==> src/rtl/score_display_ctrl_pkg.sv <==
// Shared types and the 7-segment encoder for the snake scoreboard.
// Segment vectors are ordered {g,f,e,d,c,b,a} and are active-low.
package score_pkg;

  typedef enum logic [1:0] {
    IDLE = 2'd0,
    PLAY = 2'd1,
    OVER = 2'd2
  } game_state_e;

  typedef logic [1:0] digit_sel_t;

  localparam logic [6:0] SEG_BLANK = 7'h7F;

  function automatic logic [6:0] seg_encode(input logic [3:0] digit);
    case (digit)
      4'd0:    seg_encode = 7'b1000000;
      4'd1:    seg_encode = 7'b1111001;
      4'd2:    seg_encode = 7'b0100100;
      4'd3:    seg_encode = 7'b0110000;
      4'd4:    seg_encode = 7'b0011001;
      4'd5:    seg_encode = 7'b0010010;
      4'd6:    seg_encode = 7'b0000010;
      4'd7:    seg_encode = 7'b1111000;
      4'd8:    seg_encode = 7'b0000000;
      4'd9:    seg_encode = 7'b0010000;
      default: seg_encode = SEG_BLANK;
    endcase
  endfunction

endpackage

==> src/rtl/score_display_ctrl_bin2bcd.sv <==
// Sequential double-dabble converter: one load cycle, then seven
// add-3/shift cycles. Start is ignored while a conversion is running.
module bin2bcd_seq (
  input  logic       clk_i,
  input  logic       reset_i,
  input  logic       start_i,
  input  logic [6:0] bin_i,
  output logic       busy_o,
  output logic       done_o,
  output logic [3:0] tens_o,
  output logic [3:0] units_o
);

  // {tens, units, remaining binary bits}
  logic [14:0] sreg;
  logic [14:0] sreg_next;
  logic [2:0]  step_cnt;

  function automatic logic [14:0] dabble(input logic [14:0] s);
    logic [14:0] a;
    a = s;
    if (a[10:7] >= 4'd5)  a[10:7]  = a[10:7]  + 4'd3;
    if (a[14:11] >= 4'd5) a[14:11] = a[14:11] + 4'd3;
    return {a[13:0], 1'b0};
  endfunction

  assign sreg_next = dabble(sreg);

  always_ff @(posedge clk_i) begin
    if (reset_i) begin
      busy_o   <= 1'b0;
      done_o   <= 1'b0;
      step_cnt <= 3'd0;
      sreg     <= 15'd0;
      tens_o   <= 4'd0;
      units_o  <= 4'd0;
    end else begin
      done_o <= 1'b0;
      if (!busy_o) begin
        if (start_i) begin
          busy_o   <= 1'b1;
          step_cnt <= 3'd0;
          sreg     <= {8'd0, bin_i};
        end
      end else begin
        sreg     <= sreg_next;
        step_cnt <= step_cnt + 3'd1;
        if (step_cnt == 3'd6) begin
          busy_o  <= 1'b0;
          done_o  <= 1'b1;
          tens_o  <= sreg_next[14:11];
          units_o <= sreg_next[10:7];
        end
      end
    end
  end

endmodule

==> src/rtl/score_display_ctrl.sv <==
// Snake scoreboard: game FSM, score/high-score registers with apple prescale,
// shared BCD conversion and a 4-digit multiplexed 7-segment display with blink.
module score_display_ctrl
  import score_pkg::*;
#(
  parameter int APPLES_PER_POINT = 5,
  parameter int MAX_SCORE        = 99,
  parameter int SCAN_DIV         = 50000,
  parameter int BLINK_TICKS      = 250
) (
  input  logic       clk_i,
  input  logic       reset_i,
  input  logic       apple_colline,
  input  logic       game_start_i,
  input  logic       game_over_i,
  output logic [6:0] seg_o,
  output logic [3:0] an_o,
  output logic [6:0] score_o,
  output logic [6:0] hi_score_o,
  output logic       new_record_o
);

  localparam int AW = (APPLES_PER_POINT > 1) ? $clog2(APPLES_PER_POINT) : 1;
  localparam int SW = $clog2(SCAN_DIV);
  localparam int BW = (BLINK_TICKS > 1) ? $clog2(BLINK_TICKS) : 1;

  game_state_e   state;
  logic [AW-1:0] apple_cnt;
  logic          apple_en, apple_wrap, enter_over, do_start;
  logic [6:0]    next_score, score_n, hi_n;

  logic          pend_s, pend_h, conv_is_hi;
  logic          conv_start, conv_hi, conv_busy, conv_done;
  logic [6:0]    conv_bin;
  logic [3:0]    conv_tens, conv_units;
  logic [3:0]    s_tens, s_units, h_tens, h_units;

  logic [SW-1:0] scan_cnt;
  logic [BW-1:0] blink_cnt;
  logic          blink_off, tick, slot_blank;
  digit_sel_t    slot;
  logic [3:0]    slot_digit;

  always_comb begin
    apple_en   = (state == PLAY) && apple_colline && (score_o < 7'(MAX_SCORE));
    apple_wrap = apple_en && (apple_cnt == AW'(APPLES_PER_POINT - 1));
    next_score = score_o + {6'd0, apple_wrap};
    enter_over = (state == PLAY) && game_over_i;
    do_start   = (state != PLAY) && game_start_i;
    score_n    = do_start ? 7'd0 : next_score;
    hi_n       = (enter_over && (next_score > hi_score_o)) ? next_score : hi_score_o;
  end

  always_ff @(posedge clk_i) begin
    if (reset_i) begin
      state        <= IDLE;
      apple_cnt    <= '0;
      score_o      <= 7'd0;
      hi_score_o   <= 7'd0;
      new_record_o <= 1'b0;
    end else begin
      score_o    <= score_n;
      hi_score_o <= hi_n;
      case (state)
        IDLE, OVER: begin
          if (game_start_i) begin
            state        <= PLAY;
            apple_cnt    <= '0;
            new_record_o <= 1'b0;
          end
        end
        PLAY: begin
          if (apple_en) apple_cnt <= apple_wrap ? '0 : apple_cnt + AW'(1);
          if (game_over_i) begin
            state <= OVER;
            if (next_score > hi_score_o) new_record_o <= 1'b1;
          end
        end
        default: state <= IDLE;
      endcase
    end
  end

  // Score has priority over hi for the shared converter.
  always_comb begin
    conv_start = !conv_busy && (pend_s || pend_h);
    conv_hi    = !pend_s;
    conv_bin   = conv_hi ? hi_score_o : score_o;
  end

  bin2bcd_seq u_bcd (
    .clk_i   (clk_i),
    .reset_i (reset_i),
    .start_i (conv_start),
    .bin_i   (conv_bin),
    .busy_o  (conv_busy),
    .done_o  (conv_done),
    .tens_o  (conv_tens),
    .units_o (conv_units)
  );

  always_ff @(posedge clk_i) begin
    if (reset_i) begin
      pend_s     <= 1'b0;
      pend_h     <= 1'b0;
      conv_is_hi <= 1'b0;
      s_tens     <= 4'd0;
      s_units    <= 4'd0;
      h_tens     <= 4'd0;
      h_units    <= 4'd0;
    end else begin
      pend_s <= (pend_s && !(conv_start && !conv_hi)) || (score_n != score_o);
      pend_h <= (pend_h && !(conv_start && conv_hi)) || (hi_n != hi_score_o);
      if (conv_start) conv_is_hi <= conv_hi;
      if (conv_done) begin
        if (conv_is_hi) begin
          h_tens  <= conv_tens;
          h_units <= conv_units;
        end else begin
          s_tens  <= conv_tens;
          s_units <= conv_units;
        end
      end
    end
  end

  always_comb begin
    tick = (scan_cnt == SW'(SCAN_DIV - 1));
    case (slot)
      2'd0:    slot_digit = s_units;
      2'd1:    slot_digit = s_tens;
      2'd2:    slot_digit = h_units;
      default: slot_digit = h_tens;
    endcase
    slot_blank = !slot[1] && ((state == IDLE) || ((state == OVER) && blink_off));
  end

  // Display registers latch the current slot on each tick, then advance it.
  always_ff @(posedge clk_i) begin
    if (reset_i) begin
      scan_cnt  <= '0;
      slot      <= 2'd0;
      blink_cnt <= '0;
      blink_off <= 1'b0;
      an_o      <= 4'b1111;
      seg_o     <= SEG_BLANK;
    end else begin
      scan_cnt <= tick ? '0 : scan_cnt + SW'(1);
      if (tick) begin
        slot  <= slot + 2'd1;
        an_o  <= ~(4'b0001 << slot);
        seg_o <= slot_blank ? SEG_BLANK : seg_encode(slot_digit);
      end
      if (enter_over) begin
        blink_cnt <= '0;
        blink_off <= 1'b0;
      end else if (tick) begin
        if (blink_cnt == BW'(BLINK_TICKS - 1)) begin
          blink_cnt <= '0;
          blink_off <= !blink_off;
        end else begin
          blink_cnt <= blink_cnt + BW'(1);
        end
      end
    end
  end

endmodule

==> config.mk <==
export PLATFORM = sky130hd
export DESIGN_NAME = score_display_ctrl
export DESIGN_NICKNAME = d
export VERILOG_FILES = /design/src/rtl/score_display_ctrl_pkg.sv /design/src/rtl/score_display_ctrl_bin2bcd.sv /design/src/rtl/score_display_ctrl.sv
export SDC_FILE = /design/constraint.sdc
export NUM_CORES = 1
export LEC_CHECK = 0
export CORE_UTILIZATION = 50
export CTS_BUF_LIST = sky130_fd_sc_hd__clkbuf_8
export DETAILED_ROUTE_END_ITERATION = 7
export GPL_ROUTABILITY_DRIVEN = 0
export PLACE_DENSITY = 0.71
export RECOVER_POWER = 100
export SLEW_MARGIN = 5
export SYNTH_ARGS = -nofsm -noshare
export SYNTH_HDL_FRONTEND = slang
export SYNTH_HIERARCHICAL = 1
export SYNTH_SLANG_ARGS = --single-unit
export TNS_END_PERCENT = 5
==> constraint.sdc <==
create_clock -name clk_i -period 3.7 [get_ports clk_i]
set_input_delay 0.74 -clock clk_i [delete_from_list [all_inputs] [get_ports clk_i]]
set_output_delay 0.74 -clock clk_i [all_outputs]
set_load 0.02 [all_outputs]
# == Word level (Yosys, flattened, before mapping) ==
# Memories as Yosys holds them, arrays and structs flattened.
# Cells that the tools add are included.
# op_classes
mux,27
shift,1
n_bitwise,3
addsub,8
magnitude_cmp,4
eq_ne,15
n_reduce_logical,39
div,0
multipliers,0
# op_table
operator,count
15-bit two-way mux,2
7-bit two-way mux,4
3-bit two-way mux,6
16-bit by 1-bit adder with 16-bit output (second input constant),1
16-bit equality test (second input constant),1
7-bit inequality test,2
1-bit logical AND,13
4-bit one-hot mux with 3 select lines,1
2-bit AND reduction,5
2-bit OR reduction,5
8-bit by 1-bit adder with 8-bit output (second input constant),1
8-bit equality test (second input constant),1
4-bit by 3-bit greater-or-equal comparator with 1-bit output (second input constant),2
8-bit two-way mux,1
7-bit by 1-bit adder with 7-bit output,1
7-bit greater-than comparator,1
7-bit < comparator (second input constant),1
1-bit two-way mux,7
3-bit by 1-bit adder with 3-bit output (second input constant),2
3-bit equality test (second input constant),2
1-bit zero test,6
2-bit inequality test (second input constant),3
3-bit one-hot mux with 2 select lines,1
4-bit by 2-bit adder with 4-bit output (second input constant),1
other kinds (17),27
# totals
reg_bits,105
mem_bits_rw,0
wordCells,123
mem_count,1
latch_bits,0
romBits,112
out_inout_bits,26
inputBits,5
# mem_list
name,depth,width,read_ports,rd_ports_with_merged_regs,wr,line_no,source
(name not given),16,7,1,0,0,score_display_ctrl_pkg.sv:16,case (digit)

# == Longest topological paths before layout ==
# logic_depth
ltp_word,10
ltp_mapped,17
ltp_nobuf,16

# == Cells and area by module ==
# The synthesis kept the hierarchy.
# modules_own_cells
mod,cells_each,seq_area_each_um2,n_inst,area_each_um2
score_display_ctrl,456,1541.5,1,3880.0
bin2bcd_seq,141,560.5,1,1287.5

# == Least setup slack after synthesis ==
# OpenSTA, ideal clock, no wires.
# synth_path
path_kind,flip-flop to flip-flop
start,reg score_o[2]
end,reg hi_score_o[5]
stages_incl_launch_ff,17
arrival_ns,3.384
setup_time_ns,0.128
period_less_slack_ns,3.512
t_required_ns,3.572
slack_ns,0.188
path_buffers,2
path_cell_list,dfxtp_1 -> clkbuf_1 -> a2111o_1 -> a31oi_1 -> and2_1 -> ha_1 -> ha_1 -> nand2_1 -> nor2_1 -> xor2_1 -> ha_1 -> nand4_1 -> o211a_1 -> o31a_1 -> clkbuf_1 -> mux2i_1 -> nor2_1
# synth_between
elab_chain_len,7
# synth_lines
item,line_no,source
"start, declared",score_display_ctrl.sv:18,"output logic [6:0] score_o,"
"start signal, assigned",score_display_ctrl.sv:62,score_o <= score_n;
7-bit < comparator,score_display_ctrl.sv:45,apple_en = (state == PLAY) && apple_colline && (score_o < 7'(MAX_SCORE));
1-bit logical AND,score_display_ctrl.sv:45,
1-bit logical AND,score_display_ctrl.sv:46,apple_wrap = apple_en && (apple_cnt == AW'(APPLES_PER_POINT - 1));
7-bit by 1-bit adder with 7-bit output *,score_display_ctrl.sv:47,"next_score = score_o + {6'd0, apple_wrap};"
7-bit greater-than comparator,score_display_ctrl.sv:51,hi_n = (enter_over && (next_score > hi_score_o)) ? next_score : hi_score_o;
1-bit logical AND,score_display_ctrl.sv:51,
7-bit two-way mux *,score_display_ctrl.sv:51,
"end signal, assigned",score_display_ctrl.sv:63,hi_score_o <= hi_n;
"end, declared",score_display_ctrl.sv:19,"output logic [6:0] hi_score_o,"
# Mark *: on every way between the ends. The rest lies on a longest branch, timed or not.
# A chain may end at the register's enable or synchronous reset.

# == Final worst setup path ==
# layout_path
start,in apple_colline
end,reg hi_score_o[5]
# layout_between
elab_chain_len,7
# layout_lines
item,line_no,source
"start, declared",score_display_ctrl.sv:13,"input logic apple_colline,"
1-bit logical AND * (2 in a row),score_display_ctrl.sv:45,
1-bit logical AND *,score_display_ctrl.sv:46,
7-bit by 1-bit adder with 7-bit output *,score_display_ctrl.sv:47,
7-bit greater-than comparator,score_display_ctrl.sv:51,
1-bit logical AND,score_display_ctrl.sv:51,
7-bit two-way mux *,score_display_ctrl.sv:51,
# Marks and branches as above.

==> run metrics <==
drt initial violations 183; Hold Buf Count CTS 0; cts bufs inserted 9; critical path launch point type primary input; final WL 11000 µm; worst r2r path cells 14; Clock Latency Late Sink 380 ps; Vias/cell 5.45; Reg2Reg Setup Slack 360 ps; Synth Instances 597; Die H 104 µm; synthesis-stage register bit count 105; Mapped Nets 633; Mapped Avg Cell Area 8.66 µm²; final period utilization 93.8%; Crit Path Category primary input to register; largest net degree at the start of global routing 40; initial antenna violation count 0; layout filler cell count 900; asr flop ratio synth 0%; Unique masters post-synth 59; clock transition at the registers of the reported paths 100 ps; crit-path max cell delay 500 ps; # clock sinks 105; Worst Setup End Kind register; CP Cell Sequence clkdlybuf4s50_1 > nand3_1 > a31oi_1 > and2_1 > ha_1 > ha_1 > nand2_1 > nor2_1 > xor2_1 > ha_1 > nand4_1 > o211a_1 > o31a_2 > mux2i_1 > nor2_1; Fmax 288 MHz; Final ANT Viol Nets 0; synth top area cells dfxtp_1, ha_1, nor2_1; CORE AREA 9910 µm²; I/O Pins 31; H-tree levels 3; failing checks max-capacitance violations, max-slew violations; WHS Endpoint h_units[3]; total setup buffers inserted after CTS 0; Syn-to-layout area delta 13.4%; share of layout cells above drive strength 1 7.80%; post-DP HPWL 7930 µm; number of synthesis warnings 6; Die Width 104 µm; Starting Density 52.1%; first-pass GRT wire length 19000 µm; Cell Pwr Density 338 nW/µm²; final slew viol count 40; via count 4221; GRT Overall Usage 21.3%; crit path time final 3470 ps; hold crit path type register to register; RSZ-0062 raised after global routing no; DRC Markers 0; RR Startpoint score_o[0]; Top Family by Delay on Critical Path adder cells; CTS tree built; # Max-Cap Violations 1; status finished, violations left; Clock Path Buffers 2; Required @ worst endpoint 3970 ps; die area 10700 µm²; Layout Skew 13.3 ps; setup violators final 0; vias in the first global route 4075; IO buf count 30; top cells by count, synth dfxtp_1, nor2_1, nand2_1, a21oi_1, ha_1; number of synthesized flops with an enable pin 0; Max IR drop VDD 0.000159 V; drt pass-1 iters 4; critical path arrival 3740 ps; final worst slack 230 ps; Antenna diodes 0; cell taking the most area after synthesis dfxtp_1; most used cell along the critical path ha_1; sequential fraction of the synthesis area 40.7%; Root Driver clkbuf_8; Most used DFF post-synth dfxtp_1; hold wc startpoint h_units[3]; hold path cells 2; Slew HR -10.7%; worst-path fanout max 9; nets 672; Rows 36; most frequent cell after synthesis dfxtp_1; Slew @ Worst Pin 1660 ps; grt total ovfl 0; Routed wire per std cell 14.2 µm; CP Buf/Inv Count 1; post-synth top area share 40.7%; Final Hold Fails 0; r2r endpoint hi_score_o[5]; dpl ws -205 ps; Post-Syn Area 5170 µm²; Tot Pwr 1980 µW; P_leak 0.00223 µW; CP max-delay cell clkdlybuf4s50_1
[timing repair]
action,in CTS,in global routing
setup endpoints to repair,0,8
hold endpoints to repair,0,0
gates resized for setup,0,1
[through the flow]
stage | hold slack (ps) | instances | instance area, µm² | setup TNS (ps) | util (%)
final | 468 | 774 | 5860 | 0 | 59.2
after global routing | 496 | 774 | 5860 | 0 | 59.2
after CTS | 468 | 774 | 5890 | 0 | 59.4
after detailed placement | 449 | 758 | 5680 | -1530 | 57.3
after global placement | 444 | 758 | 5680 | -503 | 57.3
after floorplan | 430 | 597 | 5170 | 0 | -
[sequential cells by signal, summed over array words and instances, names as in the netlist, 2 cells and up]
| signal | flops |
|---|---|
| an_o | 4 |
| apple_cnt | 3 |
| blink_cnt | 8 |
| h_tens | 4 |
| h_units | 4 |
| hi_score_o | 7 |
| s_tens | 4 |
| s_units | 4 |
| scan_cnt | 16 |
| score_o | 7 |
| seg_o | 7 |
| slot | 2 |
| state | 2 |
| u_bcd/sreg | 15 |
| u_bcd/step_cnt | 3 |
| u_bcd/tens_o | 4 |
| u_bcd/units_o | 4 |
[worst max-delay path by stage]
| stage | from | slack, ps | cells past startpoint | endpoint |
|---|---|---|---|---|
| floorplan | score_o[2] | 190 | 16 | hi_score_o[5] |
| global placement | apple_colline | -70 | 15 | pend_h |
| detailed placement | apple_colline | -200 | 15 | pend_h |
| CTS | apple_colline | 110 | 15 | pend_h |
| global route | apple_colline | 20 | 15 | hi_score_o[5] |
| finish | apple_colline | 230 | 15 | hi_score_o[5] |
[layout make-up]
type | count | area (µm²) | share of cell area [%]
Clock buffer | 9 | 124 | 2.11
Clock inverter | 7 | 87.6 | 1.49
Inverter | 28 | 105 | 1.79
Multi-Input combinational cell | 438 | 2810 | 47.9
Sequential cell | 105 | 2100 | 35.9
Tap cell | 133 | 166 | 2.84
Timing Repair Buffer | 54 | 467 | 7.96
[power by group]
group	internal, µW	leakage (µW)	switching, µW	total [µW]
sequential	1140	0.000847	13.8	1150
combinational	25.3	0.00128	47.4	72.7
clock	326	0.0000996	429	755
total	1490	0.00223	490	1980
[layer usage]
| layer | vias to the layer above | track usage [%] | wire length [µm] |
|---|---|---|---|
| met2 | 80 | 35.7 | 5170 |
| met3 | 26 | 3.46 | 359 |
| li1 | 2129 | - | - |
| met4 | 0 | 8.98 | 262 |
| met5 | - | 0 | 0 |
| met1 | 1986 | 27.3 | 5180 |
[kinds of logic after synthesis]
| kind of cell | Yosys count | synth area share, % |
|---|---|---|
| xor gates and xnor gates | 37 | 6.27 |
| muxes | 31 | 6.15 |
| AOI/OAI and AO/OA | 101 | 12.3 |
| adders and majority gates | 31 | 7.51 |
| buffers and inverters | 54 | 4.58 |
| DFF | 105 | 40.7 |
| and+or+nand+nor | 238 | 22.5 |
[worst reg2reg max path, cell delays in order (launching register included)]
cell and delay, ps:
dfxtp_1 330, a2111o_1 450, a31oi_1 210, and2_1 180, ha_1 210, ha_1 180
nand2_1 60, nor2_1 120, xor2_1 260, ha_1 300, nand4_1 130, o211a_1 190
o31a_2 310, mux2i_1 240, nor2_1 60
[cell usage in the layout, fill, tap and decap left out, drive strengths merged, types with 12 or more instances in the layout]
cell type / synthesis / layout
dfxtp: 105 / 105
xnor2: 23 / 23
buf: 9 / 22
clkbuf: 17 / 12
ha: 31 / 31
nor2b: 12 / 12
mux2i: 25 / 25
nor2: 95 / 95
nand2: 45 / 45
inv: 28 / 30
a21oi: 39 / 39
xor2: 14 / 14
dlygate4sd3: 0 / 26
o21ai: 27 / 27
nand3: 26 / 26
(Power assumes the default switching activity.)
